<file path="config.mk">
export PLATFORM = sky130hd
export DESIGN_NAME = instr_encoder
export DESIGN_NICKNAME = d
export VERILOG_FILES = /design/src/rtl/instr_pkg.sv /design/src/rtl/instr_enc_core.sv /design/src/rtl/instr_encoder.sv
export SDC_FILE = /design/constraint.sdc
export NUM_CORES = 1
export LEC_CHECK = 0
export CAP_MARGIN = 5
export CORE_UTILIZATION = 49
export DETAILED_ROUTE_END_ITERATION = 12
export HOLD_SLACK_MARGIN = 0.15
export PLACE_DENSITY = 0.87
export RECOVER_POWER = 50
export SETUP_SLACK_MARGIN = 0.02
export SYNTH_ARGS = -nofsm -noshare
export SYNTH_HDL_FRONTEND = slang
export SYNTH_SLANG_ARGS = --single-unit
</file>
<file path="constraint.sdc">
create_clock -name clk -period 3.1 [get_ports clk]
set_clock_uncertainty 0.05 [all_clocks]
set_input_delay 0.465 -clock clk [delete_from_list [all_inputs] [get_ports clk]]
set_output_delay 0.465 -clock clk [all_outputs]
set_load 0.005 [all_outputs]
</file>
<file path="src/rtl/instr_pkg.sv">
// rtl/instr_pkg.sv - RV32I encoding constants and op index enumeration shared by encoder and decoder.
package instr_pkg;

  typedef enum logic [5:0] {
    OP_ADD   = 6'd0,  OP_SUB   = 6'd1,  OP_SLL   = 6'd2,  OP_SLT   = 6'd3,
    OP_SLTU  = 6'd4,  OP_XOR   = 6'd5,  OP_SRL   = 6'd6,  OP_SRA   = 6'd7,
    OP_OR    = 6'd8,  OP_AND   = 6'd9,  OP_ADDI  = 6'd10, OP_SLTI  = 6'd11,
    OP_SLTIU = 6'd12, OP_XORI  = 6'd13, OP_ORI   = 6'd14, OP_ANDI  = 6'd15,
    OP_SLLI  = 6'd16, OP_SRLI  = 6'd17, OP_SRAI  = 6'd18, OP_LB    = 6'd19,
    OP_LH    = 6'd20, OP_LW    = 6'd21, OP_LBU   = 6'd22, OP_LHU   = 6'd23,
    OP_SB    = 6'd24, OP_SH    = 6'd25, OP_SW    = 6'd26, OP_BEQ   = 6'd27,
    OP_BNE   = 6'd28, OP_BLT   = 6'd29, OP_BGE   = 6'd30, OP_BLTU  = 6'd31,
    OP_BGEU  = 6'd32, OP_JAL   = 6'd33, OP_JALR  = 6'd34, OP_LUI   = 6'd35,
    OP_AUIPC = 6'd36
  } op_e;

  localparam int NUM_OPS = 37;

  typedef enum logic [2:0] {FMT_R, FMT_I, FMT_SH, FMT_S, FMT_B, FMT_U, FMT_J} fmt_e;
  typedef enum logic [1:0] {IDLE, RUN, DRAIN, DONE} state_e;

  localparam logic [6:0] OPC_OP     = 7'b0110011;
  localparam logic [6:0] OPC_OPIMM  = 7'b0010011;
  localparam logic [6:0] OPC_LOAD   = 7'b0000011;
  localparam logic [6:0] OPC_STORE  = 7'b0100011;
  localparam logic [6:0] OPC_BRANCH = 7'b1100011;
  localparam logic [6:0] OPC_JAL    = 7'b1101111;
  localparam logic [6:0] OPC_JALR   = 7'b1100111;
  localparam logic [6:0] OPC_LUI    = 7'b0110111;
  localparam logic [6:0] OPC_AUIPC  = 7'b0010111;

  localparam logic [2:0] F3_ADD = 3'd0, F3_SLL = 3'd1, F3_SLT = 3'd2, F3_SLTU = 3'd3;
  localparam logic [2:0] F3_XOR = 3'd4, F3_SR  = 3'd5, F3_OR  = 3'd6, F3_AND  = 3'd7;
  localparam logic [2:0] F3_B   = 3'd0, F3_H   = 3'd1, F3_W   = 3'd2, F3_BU   = 3'd4, F3_HU = 3'd5;
  localparam logic [2:0] F3_BEQ = 3'd0, F3_BNE = 3'd1, F3_BLT = 3'd4, F3_BGE  = 3'd5;
  localparam logic [2:0] F3_BLTU = 3'd6, F3_BGEU = 3'd7;

  localparam logic [6:0] F7_BASE = 7'b0000000;
  localparam logic [6:0] F7_ALT  = 7'b0100000;

  localparam logic [31:0] NOP = 32'h0000_0013;

endpackage

</file>
<file path="src/rtl/instr_enc_core.sv">
// rtl/instr_enc_core.sv - combinational RV32I field packing; range checks under ENC_RANGE_CHECK_EN.
module instr_enc_core
  import instr_pkg::*;
(
  input  logic [5:0]  op,
  input  logic [4:0]  rd,
  input  logic [4:0]  rs1,
  input  logic [4:0]  rs2,
  input  logic [31:0] imm,
  output logic [31:0] word,
  output logic        op_err,
  output logic        range_err
);

  fmt_e       fmt;
  logic [6:0] opcode;
  logic [2:0] funct3;
  logic [6:0] funct7;

  always_comb begin
    fmt    = FMT_R;
    opcode = OPC_OP;
    funct3 = F3_ADD;
    funct7 = F7_BASE;
    op_err = 1'b0;
    case (op)
      OP_ADD:   funct3 = F3_ADD;
      OP_SUB:   funct7 = F7_ALT;
      OP_SLL:   funct3 = F3_SLL;
      OP_SLT:   funct3 = F3_SLT;
      OP_SLTU:  funct3 = F3_SLTU;
      OP_XOR:   funct3 = F3_XOR;
      OP_SRL:   funct3 = F3_SR;
      OP_SRA:   begin funct3 = F3_SR; funct7 = F7_ALT; end
      OP_OR:    funct3 = F3_OR;
      OP_AND:   funct3 = F3_AND;
      OP_ADDI:  begin fmt = FMT_I; opcode = OPC_OPIMM; funct3 = F3_ADD;  end
      OP_SLTI:  begin fmt = FMT_I; opcode = OPC_OPIMM; funct3 = F3_SLT;  end
      OP_SLTIU: begin fmt = FMT_I; opcode = OPC_OPIMM; funct3 = F3_SLTU; end
      OP_XORI:  begin fmt = FMT_I; opcode = OPC_OPIMM; funct3 = F3_XOR;  end
      OP_ORI:   begin fmt = FMT_I; opcode = OPC_OPIMM; funct3 = F3_OR;   end
      OP_ANDI:  begin fmt = FMT_I; opcode = OPC_OPIMM; funct3 = F3_AND;  end
      OP_SLLI:  begin fmt = FMT_SH; opcode = OPC_OPIMM; funct3 = F3_SLL; end
      OP_SRLI:  begin fmt = FMT_SH; opcode = OPC_OPIMM; funct3 = F3_SR;  end
      OP_SRAI:  begin fmt = FMT_SH; opcode = OPC_OPIMM; funct3 = F3_SR; funct7 = F7_ALT; end
      OP_LB:    begin fmt = FMT_I; opcode = OPC_LOAD; funct3 = F3_B;  end
      OP_LH:    begin fmt = FMT_I; opcode = OPC_LOAD; funct3 = F3_H;  end
      OP_LW:    begin fmt = FMT_I; opcode = OPC_LOAD; funct3 = F3_W;  end
      OP_LBU:   begin fmt = FMT_I; opcode = OPC_LOAD; funct3 = F3_BU; end
      OP_LHU:   begin fmt = FMT_I; opcode = OPC_LOAD; funct3 = F3_HU; end
      OP_SB:    begin fmt = FMT_S; opcode = OPC_STORE; funct3 = F3_B; end
      OP_SH:    begin fmt = FMT_S; opcode = OPC_STORE; funct3 = F3_H; end
      OP_SW:    begin fmt = FMT_S; opcode = OPC_STORE; funct3 = F3_W; end
      OP_BEQ:   begin fmt = FMT_B; opcode = OPC_BRANCH; funct3 = F3_BEQ;  end
      OP_BNE:   begin fmt = FMT_B; opcode = OPC_BRANCH; funct3 = F3_BNE;  end
      OP_BLT:   begin fmt = FMT_B; opcode = OPC_BRANCH; funct3 = F3_BLT;  end
      OP_BGE:   begin fmt = FMT_B; opcode = OPC_BRANCH; funct3 = F3_BGE;  end
      OP_BLTU:  begin fmt = FMT_B; opcode = OPC_BRANCH; funct3 = F3_BLTU; end
      OP_BGEU:  begin fmt = FMT_B; opcode = OPC_BRANCH; funct3 = F3_BGEU; end
      OP_JAL:   begin fmt = FMT_J; opcode = OPC_JAL;   end
      OP_JALR:  begin fmt = FMT_I; opcode = OPC_JALR;  end
      OP_LUI:   begin fmt = FMT_U; opcode = OPC_LUI;   end
      OP_AUIPC: begin fmt = FMT_U; opcode = OPC_AUIPC; end
      default:  op_err = 1'b1;
    endcase
  end

  // Register fields a format lacks are simply not placed, so they encode as zero.
  always_comb begin
    word = NOP;
    if (!op_err) begin
      case (fmt)
        FMT_R:  word = {funct7, rs2, rs1, funct3, rd, opcode};
        FMT_I:  word = {imm[11:0], rs1, funct3, rd, opcode};
        FMT_SH: word = {funct7, imm[4:0], rs1, funct3, rd, opcode};
        FMT_S:  word = {imm[11:5], rs2, rs1, funct3, imm[4:0], opcode};
        FMT_B:  word = {imm[12], imm[10:5], rs2, rs1, funct3, imm[4:1], imm[11], opcode};
        FMT_U:  word = {imm[31:12], rd, opcode};
        FMT_J:  word = {imm[20], imm[10:1], imm[11], imm[19:12], rd, opcode};
        default: word = NOP;
      endcase
    end
  end

`ifdef ENC_RANGE_CHECK_EN
  logic fit12, fit13, fit21, shamt_ok;

  assign fit12    = (imm[31:11] == {21{imm[11]}});
  assign fit13    = (imm[31:12] == {20{imm[12]}});
  assign fit21    = (imm[31:20] == {12{imm[20]}});
  assign shamt_ok = (imm[31:5] == 27'd0);

  always_comb begin
    range_err = 1'b0;
    if (!op_err) begin
      case (fmt)
        FMT_I, FMT_S: range_err = !fit12;
        FMT_SH:       range_err = !shamt_ok;
        FMT_B:        range_err = !fit13 || imm[0];
        FMT_J:        range_err = !fit21 || imm[0];
        default:      range_err = 1'b0;
      endcase
    end
  end
`else
  assign range_err = 1'b0;
`endif

endmodule

</file>
<file path="src/rtl/instr_encoder.sv">
// rtl/instr_encoder.sv - program loader: encodes instructions and writes them to memory.
// Optional immediate range checking is enabled by defining ENC_RANGE_CHECK_EN.
module instr_encoder
  import instr_pkg::*;
(
  input  logic        clk,
  input  logic        rst_n,
  input  logic        start,
  input  logic [31:0] base_addr,
  input  logic        in_valid,
  output logic        in_ready,
  input  logic [5:0]  in_op,
  input  logic [4:0]  in_rd,
  input  logic [4:0]  in_rs1,
  input  logic [4:0]  in_rs2,
  input  logic [31:0] in_imm,
  input  logic        in_last,
  output logic        mem_we,
  output logic [31:0] mem_addr,
  output logic [31:0] mem_wdata,
  input  logic        mem_ready,
  output logic        busy,
  output logic        done,
  output logic [15:0] count,
  output logic        err
);

  state_e      state, state_next;
  logic [31:0] enc_word;
  logic        op_err, range_err;
  logic        xfer, wr_done;

  instr_enc_core u_core (
    .op        (in_op),
    .rd        (in_rd),
    .rs1       (in_rs1),
    .rs2       (in_rs2),
    .imm       (in_imm),
    .word      (enc_word),
    .op_err    (op_err),
    .range_err (range_err)
  );

  // The output register accepts a new word when empty or when it drains this cycle.
  assign wr_done  = mem_we && mem_ready;
  assign in_ready = (state == RUN) && (!mem_we || mem_ready);
  assign xfer     = in_valid && in_ready;
  assign busy     = (state == RUN) || (state == DRAIN);
  assign done     = (state == DONE);

  always_ff @(posedge clk or negedge rst_n) begin
    if (!rst_n) state <= IDLE;
    else        state <= state_next;
  end

  always_comb begin
    state_next = state;
    case (state)
      IDLE:    if (start) state_next = RUN;
      RUN:     if (xfer && in_last) state_next = DRAIN;
      DRAIN:   if (!mem_we || mem_ready) state_next = DONE;
      DONE:    state_next = IDLE;
      default: state_next = IDLE;
    endcase
  end

  always_ff @(posedge clk or negedge rst_n) begin
    if (!rst_n) begin
      mem_we    <= 1'b0;
      mem_addr  <= 32'd0;
      mem_wdata <= 32'd0;
      count     <= 16'd0;
      err       <= 1'b0;
    end else begin
      if (state == IDLE && start) begin
        mem_addr <= base_addr;
        count    <= 16'd0;
        err      <= 1'b0;
      end
      if (wr_done) begin
        mem_addr <= mem_addr + 32'd4;
        count    <= count + 16'd1;
      end
      if (xfer) begin
        mem_we    <= 1'b1;
        mem_wdata <= enc_word;
        if (op_err || range_err) err <= 1'b1;
      end else if (wr_done) begin
        mem_we <= 1'b0;
      end
    end
  end

endmodule

</file>
==> results.py, run 1 <==
metrics = {
    "timing": {
        "finalHoldViolations": 0,
        "min_period_ns": 2.670,
        "worstMarginPinSlew_ns": 2.057,
        "final_max_slew_viol_count": 84,
        "period_share": 0.8613,
        "rsz0062_at_grt": "no",
        "fmax_ghz": 0.3745,
        "tns_ns": 0,
        "finalSetupViolCount": 0,
        "worst_slew_margin_rel": -0.3711,
        "holdWs_ns": 0.4276,
    },
    "synthesis": {
        "netlist_area_mm2": 0.004858,
        "synthMuxAreaShare": 0.04198,
        "synth_top_family_by_area": "simple AND/OR/NAND/NOR gates",
        "ys_types": 70,
        "synth_edf_count": 0,
        "synth_warnings": 0,
        "netlist_instances": 546,
        "synth_fp_nets": 644,
        "synth_compound_area_frac": 0.2207,
        "synthXorXnorAreaFrac": 0.001803,
        "avgSynthCellArea_um2": 8.898,
        "seq_area_frac_synth": 0.4275,
        "synthArstFlopShare": 1.000,
        "synth-adder-area-share": 0.02009,
        "synth_ff_type": "dfrtp_1",
        "yosys.area_share.simple": 0.2413,
        "ys_ff_latch": 83,
    },
    "placed_design": {
        "portBuffers": 175,
        "dpl_cell_area_mm2": 0.006711,
        "dp_hpwl_mm": 11.04,
        "gp_congestion": 0.9423,
    },
    "routing": {
        "via_per_inst": 5.977,
        "vias": 5045,
        "wirelength_mm": 14.89,
        "drtIter0Drc": 327,
        "wl_per_cell_um": 17.64,
        "drc": 0,
        "first_pass_iters": 6,
        "ant_nets": 0,
    },
    "finish": {
        "antennaDiodeCount": 0,
        "stdcell_area_mm2": 0.006884,
        "area_growth_pct": 41.69,
        "layout_commonest_cell": "clkdlybuf4s50_1",
        "fin_nets": 808,
        "final_cell_mix": "137 x clkdlybuf4s50_1, 83 x dfrtp_1, 72 x nand2_1, 48 x nor2_1, 37 x dlygate4sd3_1",
        "drive_gt1_frac": 0.07133,
    },
    "floorplan": {
        "initial_core_util": 0.5160,
        "die_h_um": 101.6,
        "ios": 176,
        "core_area_mm2": 0.009415,
        "rows": 35,
        "dieArea_mm2": 0.01032,
        "die_w_um": 101.6,
    },
    "global_route": {
        "grt_pass1_vias": 4998,
        "grt_pass1_wl_mm": 24.44,
        "grt_max_degree": 84,
        "antenna_found_initial": 0,
        "grt_use_total": 0.3025,
        "overflow": 0,
    },
    "clock_tree": {
        "clock_sink_count": 83,
        "cts_resized": 0,
        "cts_buffers": 9,
        "postCtsSetupBuffers": 0,
        "cts-hold-fix-buffers": 0,
        "cts_tree": "built",
        "clk_pin_slew_worst_paths_ns": 0.08,
        "cts_root_buf": "clkbuf_8",
        "cts_max_level": 3,
        "clk_latency_ns": 0.36,
        "clockBufferDepth": 2,
    },
    "worst_hold_path": {
        "hold_path.startpoint": "mem_wdata[15]",
        "min_to": "mem_wdata[15]",
        "hold_depth": 2,
        "hp-class": "flip-flop to flip-flop",
    },
    "run_status": {
        "outcome": "finished with violations",
        "violations": "max-capacitance violations, max-slew violations",
    },
    "setup_path": {
        "worst-r2r-setup-slack_ns": 0.59,
        "timing.rr.start": "state[1]",
        "cp-end-kind": "flip-flop",
        "r2r-end": "mem_wdata[12]",
        "cp.arrival_ns": 2.84,
        "cp_max_fo": 11,
        "startpoint_type": "input port",
        "worst_r2r_path_depth": 7,
        "worst-setup-path-type": "input port to flip-flop",
        "worst_ep_required_time_ns": 3.27,
    },
    "pwr": {
        "power_density_mw_per_mm2": 685.8,
        "p_leak_nw": 2.885,
        "ir_drop_mv": 0.4110,
    },
    "run": {
        "drv_cap": 1,
    },
}
==> final cells by class <==
class	instances	area [µm²]
multi-input combinational	413	2555
fill	701	2531
sequential	83	2077
timing repair buffer	192	1863
tap	129	161.4
clock buffer	11	151.4
inverter	11	41.29
clock inverter	5	35.03
==> synth_stat cells, drive strengths merged, types with 2 or more instances <==
| master | instances | area, µm² |
|---|---|---|
| nand2b | 6 | 37.54 |
| a221o | 7 | 70.07 |
| or3 | 4 | 25.02 |
| a31oi | 4 | 25.02 |
| nor3b | 2 | 15.01 |
| or2 | 4 | 27.53 |
| a211oi | 14 | 105.1 |
| a2111oi | 2 | 17.52 |
| mux2 | 3 | 33.78 |
| and3 | 16 | 105.1 |
| mux2i | 17 | 170.2 |
| nand3b | 6 | 45.04 |
| and2 | 6 | 37.54 |
| ha | 7 | 87.58 |
| a21oi | 27 | 135.1 |
| nand4 | 12 | 75.07 |
| nand2 | 72 | 270.3 |
| a221oi | 5 | 43.79 |
| and4 | 5 | 43.79 |
| nor2b | 3 | 18.77 |
| o221a | 2 | 22.52 |
| o211ai | 11 | 87.58 |
| a311oi | 4 | 35.03 |
| o31ai | 7 | 57.55 |
| a21o | 4 | 37.53 |
| nand3 | 23 | 120.1 |
| a222oi | 3 | 30.03 |
| dfrtp | 83 | 2077 |
| or4 | 3 | 22.52 |
| or3b | 3 | 26.28 |
| clkbuf | 19 | 71.32 |
| nor2 | 50 | 202.7 |
| o22ai | 6 | 37.54 |
| a22oi | 3 | 22.52 |
| o21ai | 36 | 180.2 |
| o311ai | 4 | 50.05 |
| nor3 | 14 | 70.07 |
| inv | 11 | 41.29 |
| buf | 20 | 113.9 |
==> power by group <==
part / internal [mW] / total, mW / switching, mW
clock: 0.337 / 0.744 / 0.408
combinational: 1.16 / 2.11 / 0.955
sequential: 1.47 / 1.86 / 0.389
total: 2.97 / 4.72 / 1.75
==> per-stage QoR <==
step / cells / total power, mW / worst slack (ns) / util
6_report: 844 / 4.721 / 0.4301 / 0.7312
5_1_grt: 844 / 5.043 / 0.2547 / 0.7312
4_1_cts: 844 / 4.816 / 0.5095 / 0.7326
3_5_place_dp: 828 / 4.063 / 0.1422 / 0.7128
3_3_place_gp: 828 / 3.980 / 0.1694 / 0.7128
2_1_floorplan: 546 / 2.781 / 1.117 / -
==> logic make-up after synthesis <==
group / Yosys count
compound gates: 152
xor+xnor: 1
fa+ha+maj: 8
buf+inv: 50
flops: 83
mux: 20
simple gates: 232
==> layer usage <==
metal | up-vias | global-route usage | part of all wire
li1 | 2353 | - | -
met1 | 2357 | 0.3917 | 0.40
met2 | 296 | 0.4777 | 0.47
met3 | 39 | 0.07867 | 0.099
met4 | 0 | 0.1349 | 0.029
met5 | - | 0 | 0
==> state kept, by name, summed over array words and instances, names as in the netlist <==
name / cells
count: 16
err: 1
mem_addr: 32
mem_wdata: 31
mem_we: 1
state: 2
==> how the worst max path moves through the flow <==
| stage | end | slack, ns | startpoint | cells after the start |
|---|---|---|---|---|
| after floorplan | mem_wdata[30] | 1.12 | in_op[2] | 6 |
| after global placement | mem_wdata[12] | 0.17 | in_op[3] | 7 |
| after detailed placement | mem_wdata[12] | 0.14 | in_op[3] | 7 |
| after CTS | mem_wdata[12] | 0.51 | in_op[3] | 7 |
| after global routing | mem_wdata[12] | 0.25 | in_op[3] | 7 |
| final | mem_wdata[12] | 0.43 | in_op[3] | 7 |
==> critical path: stages <==
cell and delay (ns):
clkdlybuf4s50_1 0.63, buf_4 0.28, mux2_2 0.26, o311ai_0 0.32, a211oi_1 0.12, a2111oi_0 0.67, nor2_1 0.08
(Power assumes the default switching activity.)
==> run 2, diff against run 1 <==
--- a/config.mk
+++ b/config.mk
@@ -8,6 +8,7 @@
 export CAP_MARGIN = 5
 export CORE_UTILIZATION = 49
 export DETAILED_ROUTE_END_ITERATION = 12
+export GPL_TIMING_DRIVEN = 0
 export HOLD_SLACK_MARGIN = 0.15
 export PLACE_DENSITY = 0.87
 export RECOVER_POWER = 50
==> results.py, run 2 (synthesis gave the netlist of run 1 again) <==
metrics = {
    "global_route": {
        "grt_pass1_wl_mm": 25.95,
        "antenna_found_initial": 0,
        "grt_max_degree": 58,
        "grt_use_total": 0.3287,
        "grt_pass1_vias": 5171,
        "overflow": 0,
    },
    "setup_path": {
        "startpoint_type": "input port",
        "worst-setup-path-type": "input port to flip-flop",
        "crit_family": "compound AO/OA/AOI/OAI gates",
        "cp_max_fo": 10,
        "cp.arrival_ns": 2.70,
        "cp-end-kind": "flip-flop",
        "max_stage_delay_ns": 0.59,
        "worst_ep_required_time_ns": 3.29,
        "slowest_stage": "clkdlybuf4s50_1",
        "crit_chain": "clkdlybuf4s50_1 -> buf_2 -> mux2_2 -> o311ai_0 -> a211oi_1 -> a2111oi_0 -> nor2_1",
        "path_buf_inv": 2,
    },
    "routing": {
        "ant_nets": 0,
        "vias": 5277,
        "wl_per_cell_um": 18.91,
        "wirelength_mm": 16.42,
        "drc": 0,
        "via_per_inst": 6.079,
        "drtIter0Drc": 591,
        "first_pass_iters": 7,
    },
    "run_status": {
        "violations": "max-capacitance violations, max-slew violations",
        "outcome": "finished with violations",
    },
    "run": {
        "drv_cap": 1,
    },
    "finish": {
        "post-route-util": 0.7425,
        "largest_reg_flops": 32,
        "n_fill_cell": 685,
        "largestRegisters": "mem_addr (32), mem_wdata (31), count (16)",
        "antennaDiodeCount": 0,
        "regArea_mm2": 0.002077,
        "area_growth_pct": 43.88,
        "final_cell_mix": "132 x clkdlybuf4s50_1, 83 x dfrtp_1, 72 x nand2_1, 48 x nor2_1, 43 x dlygate4sd3_1",
        "layout_commonest_cell": "clkdlybuf4s50_1",
        "final-instance-count-excl-fill": 868,
        "multi_input_area_mm2": 0.002555,
        "fin_nets": 832,
        "drive_gt1_frac": 0.07307,
        "top_register": "mem_addr",
    },
    "clock_tree": {
        "clock_sink_count": 83,
        "postCtsSetupBuffers": 0,
        "cts_resized": 0,
        "clk_latency_ns": 0.35,
        "cts_tree": "built",
        "clk_pin_slew_worst_paths_ns": 0.10,
        "cts_max_level": 3,
        "cts-hold-fix-buffers": 1,
        "clockBufferDepth": 2,
        "cts_buffers": 9,
        "cts_root_buf": "clkbuf_8",
    },
    "placed_design": {
        "portBuffers": 175,
        "dp_hpwl_mm": 12.42,
        "gp_congestion": 0.9428,
        "placed_cells": 851,
        "pre_cts_slack_ns": 0.2515,
    },
    "pwr": {
        "p_leak_nw": 2.933,
        "power_density_mw_per_mm2": 686.1,
        "ir_drop_mv": 0.3821,
    },
    "worst_hold_path": {
        "hp-class": "flip-flop to flip-flop",
    },
    "timing": {
        "finalHoldViolations": 0,
        "period_share": 0.8089,
        "worstMarginPinSlew_ns": 1.666,
        "final_max_slew_viol_count": 27,
        "rsz0062_at_grt": "no",
        "finalSetupViolCount": 0,
        "setup_ws_ns": 0.5925,
        "fmax_ghz": 0.3988,
        "tns_ns": 0,
        "worst_slew_margin_rel": -0.1105,
        "min_period_ns": 2.507,
    },
    "floorplan": {
        "die_h_um": 101.6,
        "rows": 35,
        "die_w_um": 101.6,
        "ios": 176,
        "dieArea_mm2": 0.01032,
        "initial_core_util": 0.5160,
        "core_area_mm2": 0.009415,
    },
}
==> run 2: changes by cell type in the layout (fill, tap and decap cells not counted), moves of 3 or more <==
cell             previous run  this run
buf_4                      14         2
dlygate4sd3_1              37        43
buf_2                       0        13
buf_1                       0         3
clkbuf_1                    3        20
clkdlybuf4s50_1           137       132
==> run 2: final timing paths <==
| path | cells past startpoint | slack, ns | start | end |
|---|---|---|---|---|
| max in group asynchronous | 3 | 0.97 | rst_n | count[2] |
| setup reg to reg | 7 | 0.79 | state[1] | mem_wdata[22] |
| hold reg to reg | 1 | 0.43 | count[15] | count[15] |
| hold / removal | 1 | 0.43 | count[15] | count[15] |
| min in group asynchronous | 2 | 1.02 | rst_n | mem_wdata[9] |
| setup / recovery | 7 | 0.59 | in_op[0] | mem_wdata[12] |
==> run 2: power breakdown <==
group          switching (mW)  internal, mW  leakage (nW)
Sequential              0.376          1.47          1.03
Clock                   0.429         0.337        0.0880
Combinational            1.02          1.16          1.82
==> run 2: area by class of cell <==
cell class,instances,share of cell area
Tap cell,129,0.02309
Sequential cell,83,0.2971
Buffer,39,0.02649
Inverter,11,0.005907
Clock inverter,5,0.005191
Multi-Input combinational cell,413,0.3655
Clock buffer,11,0.02166
Timing Repair Buffer,177,0.2551
==> run 2: through the flow <==
step / power, mW / area (µm²) / hold WS, ns
after detailed placement: 4.101 / 6797 / 0.3670
after floorplan: 2.781 / 4858 / 0.1194
after CTS: 4.879 / 6994 / 0.4377
after global routing: 5.114 / 6990 / 0.4718
after global placement: 4.015 / 6771 / 0.4077
final: 4.796 / 6990 / 0.4253
==> run 2: worst reg2reg max path: stages, from the launching register on <==
cell	delay [ns]
dfrtp_1	0.43
inv_1	0.12
ha_1	0.20
and3_1	0.31
clkbuf_1	0.37
clkbuf_1	0.44
o21ai_0	0.16
a21oi_1	0.15
==> run 2: metal layers <==
layer	routed length (µm)	up-vias	share of wire	GRT usage
met2	7886	309	0.48	0.5322
met4	366	0	0.022	0.1159
met5	0	-	0	0
li1	-	2398	-	-
met1	6508	2538	0.40	0.4215
met3	1654	32	0.10	0.09248
==> run 3, diff against run 2 <==
--- a/config.mk
+++ b/config.mk
@@ -6,11 +6,11 @@
 export NUM_CORES = 1
 export LEC_CHECK = 0
 export CAP_MARGIN = 5
-export CORE_UTILIZATION = 49
+export CORE_UTILIZATION = 41
 export DETAILED_ROUTE_END_ITERATION = 12
 export GPL_TIMING_DRIVEN = 0
 export HOLD_SLACK_MARGIN = 0.15
-export PLACE_DENSITY = 0.87
+export PLACE_DENSITY = 0.77
 export RECOVER_POWER = 50
 export SETUP_SLACK_MARGIN = 0.02
 export SYNTH_ARGS = -nofsm -noshare
==> constraint.sdc (replaced) <==
create_clock -name clk -period 2.1 [get_ports clk]
set_clock_uncertainty 0.05 [all_clocks]
set_input_delay 0.315 -clock clk [delete_from_list [all_inputs] [get_ports clk]]
set_output_delay 0.315 -clock clk [all_outputs]
set_load 0.005 [all_outputs]
==> results.py, run 3 (synthesis gave the netlist of run 1 again) <==
metrics = {
    "floorplan": {
        "rows": 39,
        "core_area_mm2": 0.01147,
        "dieArea_mm2": 0.01229,
        "die_h_um": 110.9,
        "initial_core_util": 0.4237,
        "die_w_um": 110.9,
        "ios": 176,
    },
    "clock_tree": {
        "cts_root_buf": "clkbuf_16",
        "clk_pin_slew_worst_paths_ns": 0.06,
        "cts_max_level": 3,
        "clk_latency_ns": 0.34,
        "clockBufferDepth": 2,
        "cts_buffers": 9,
        "cts_tree": "built",
        "clock_sink_count": 83,
    },
    "finish": {
        "post-route-util": 0.6414,
        "largest_reg_flops": 32,
        "antennaDiodeCount": 0,
        "stdcell_area_mm2": 0.007355,
        "area_growth_pct": 51.38,
        "largestRegisters": "mem_addr (32), mem_wdata (31), count (16)",
        "final_cell_mix": "127 x clkdlybuf4s50_1, 78 x dfrtp_1, 72 x nand2_1, 48 x nor2_1, 42 x dlygate4sd3_1",
        "top_register": "mem_addr",
        "drive_gt1_frac": 0.1238,
        "fin_nets": 844,
        "layout_commonest_cell": "clkdlybuf4s50_1",
    },
    "placed_design": {
        "dpl_cell_area_mm2": 0.006814,
        "dp_hpwl_mm": 12.36,
        "gp_congestion": 0.9379,
        "portBuffers": 175,
        "pre_cts_slack_ns": -0.6171,
    },
    "setup_path": {
        "startpoint_type": "flip-flop",
        "cp.arrival_ns": 1.69,
        "cp_max_fo": 3,
        "max_stage_delay_ns": 0.52,
        "worst_ep_required_time_ns": 1.74,
        "slowest_stage": "clkdlybuf4s50_1",
        "worst-setup-path-type": "flip-flop to primary output",
        "path_buf_inv": 2,
        "crit_chain": "inv_1 -> ha_2 -> and2_1 -> clkdlybuf4s50_1",
        "worst-r2r-setup-slack_ns": 0.08,
        "crit_family": "buffers and inverters",
        "cp-end-kind": "primary output",
    },
    "timing": {
        "holdWs_ns": 0.4291,
        "period_share": 0.9802,
        "worst_slew_margin_rel": 0.2626,
        "finalHoldViolations": 0,
        "worstMarginPinSlew_ns": 1.106,
        "finalSetupViolCount": 0,
        "min_period_ns": 2.058,
        "rsz0062_at_grt": "yes",
        "final_max_slew_viol_count": 0,
        "setup_ws_ns": 0.04166,
        "fmax_ghz": 0.4858,
    },
    "pwr": {
        "ir_drop_mv": 0.6663,
        "p_leak_nw": 3.137,
        "power_density_mw_per_mm2": 1064,
    },
    "global_route": {
        "antenna_found_initial": 0,
        "grt_pass1_vias": 5169,
        "grt_pass1_wl_mm": 26.76,
        "overflow": 0,
        "grt_use_total": 0.2728,
        "grt_max_degree": 67,
    },
    "routing": {
        "drtIter0Drc": 412,
        "first_pass_iters": 5,
        "wl_per_cell_um": 18.46,
        "m1WireLength_mm": 7.037,
        "wl_met2_mm": 7.697,
        "highest_layer": "met4",
        "wirelength_mm": 16.50,
        "vias": 5260,
        "ant_nets": 0,
        "met3_length_mm": 1.345,
        "drc": 0,
        "via_per_inst": 5.884,
    },
    "run": {
        "drv_cap": 0,
    },
    "run_status": {
        "outcome": "completed",
    },
    "worst_hold_path": {
        "hp-class": "flip-flop to flip-flop",
    },
}
==> run 3: cell count changes in the layout (fill, tap and decap cells not counted), moves of 5 or more <==
cell,change
buf_4,+12
clkbuf_1,-10
clkbuf_16,+9
clkbuf_2,+8
clkbuf_8,-10
clkdlybuf4s50_1,-5
dfrtp_1,-5
dfrtp_2,+5
==> run 3: final timing paths <==
path | start | to | cells after the start
max | state[1] | in_ready | 4
min | mem_addr[1] | mem_addr[1] | 2
max reg2reg | mem_addr[11] | mem_addr[29] | 7
min reg2reg | mem_addr[1] | mem_addr[1] | 2
max in group asynchronous | rst_n | mem_addr[3] | 3
min in group asynchronous | rst_n | mem_wdata[6] | 2
==> run 3: repair_timing <==
action | 4_1_cts | 5_1_grt
resized for setup | 21 | 33
hold buffers | 1 | 0
pin swaps | 4 | 4
setup buffers | 5 | 8
hold endpoints to repair | 17 | 0
endpoints found under the setup margin | 26 | 42
==> run 3: metal layers <==
layer,vias to the layer above,track usage
li1,2434,-
met1,2535,0.3545
met2,264,0.4340
met3,27,0.07600
met4,0,0.09867
met5,-,0
==> run 3: worst register-to-register path, cell delays in order, from the launching register on <==
cell,delay (ns)
dfrtp_1,0.43
nand4_1,0.14
or4_1,0.48
buf_2,0.20
nor2_4,0.20
clkbuf_2,0.20
and3_1,0.16
nor3_1,0.05
==> run 3: metrics by stage <==
step / total power, mW / setup TNS, ns / cells
after global placement: 5.946 / -213.51 / 864
after global routing: 8.307 / -0.03592 / 894
final: 7.824 / 0 / 894
after floorplan: 4.105 / 0 / 546
after detailed placement: 6.057 / -14.07 / 865
after CTS: 7.870 / 0 / 887
==> run 3: layout make-up <==
| cell class | instances | area, µm² |
|---|---|---|
| Fill cell | 949 | 4113 |
| Multi-Input combinational cell | 413 | 2629 |
| Sequential cell | 83 | 2083 |
| Timing Repair Buffer | 190 | 1882 |
| Clock buffer | 10 | 239.0 |
| Buffer | 38 | 215.2 |
| Tap cell | 143 | 178.9 |
| Clock inverter | 6 | 86.33 |
| Inverter | 11 | 41.29 |
==> run 3: power by group <==
group          switching, mW  internal [mW]  leakage [nW]
combinational           1.52           1.80          1.96
clock                  0.673           1.07         0.159
sequential             0.567           2.19          1.02
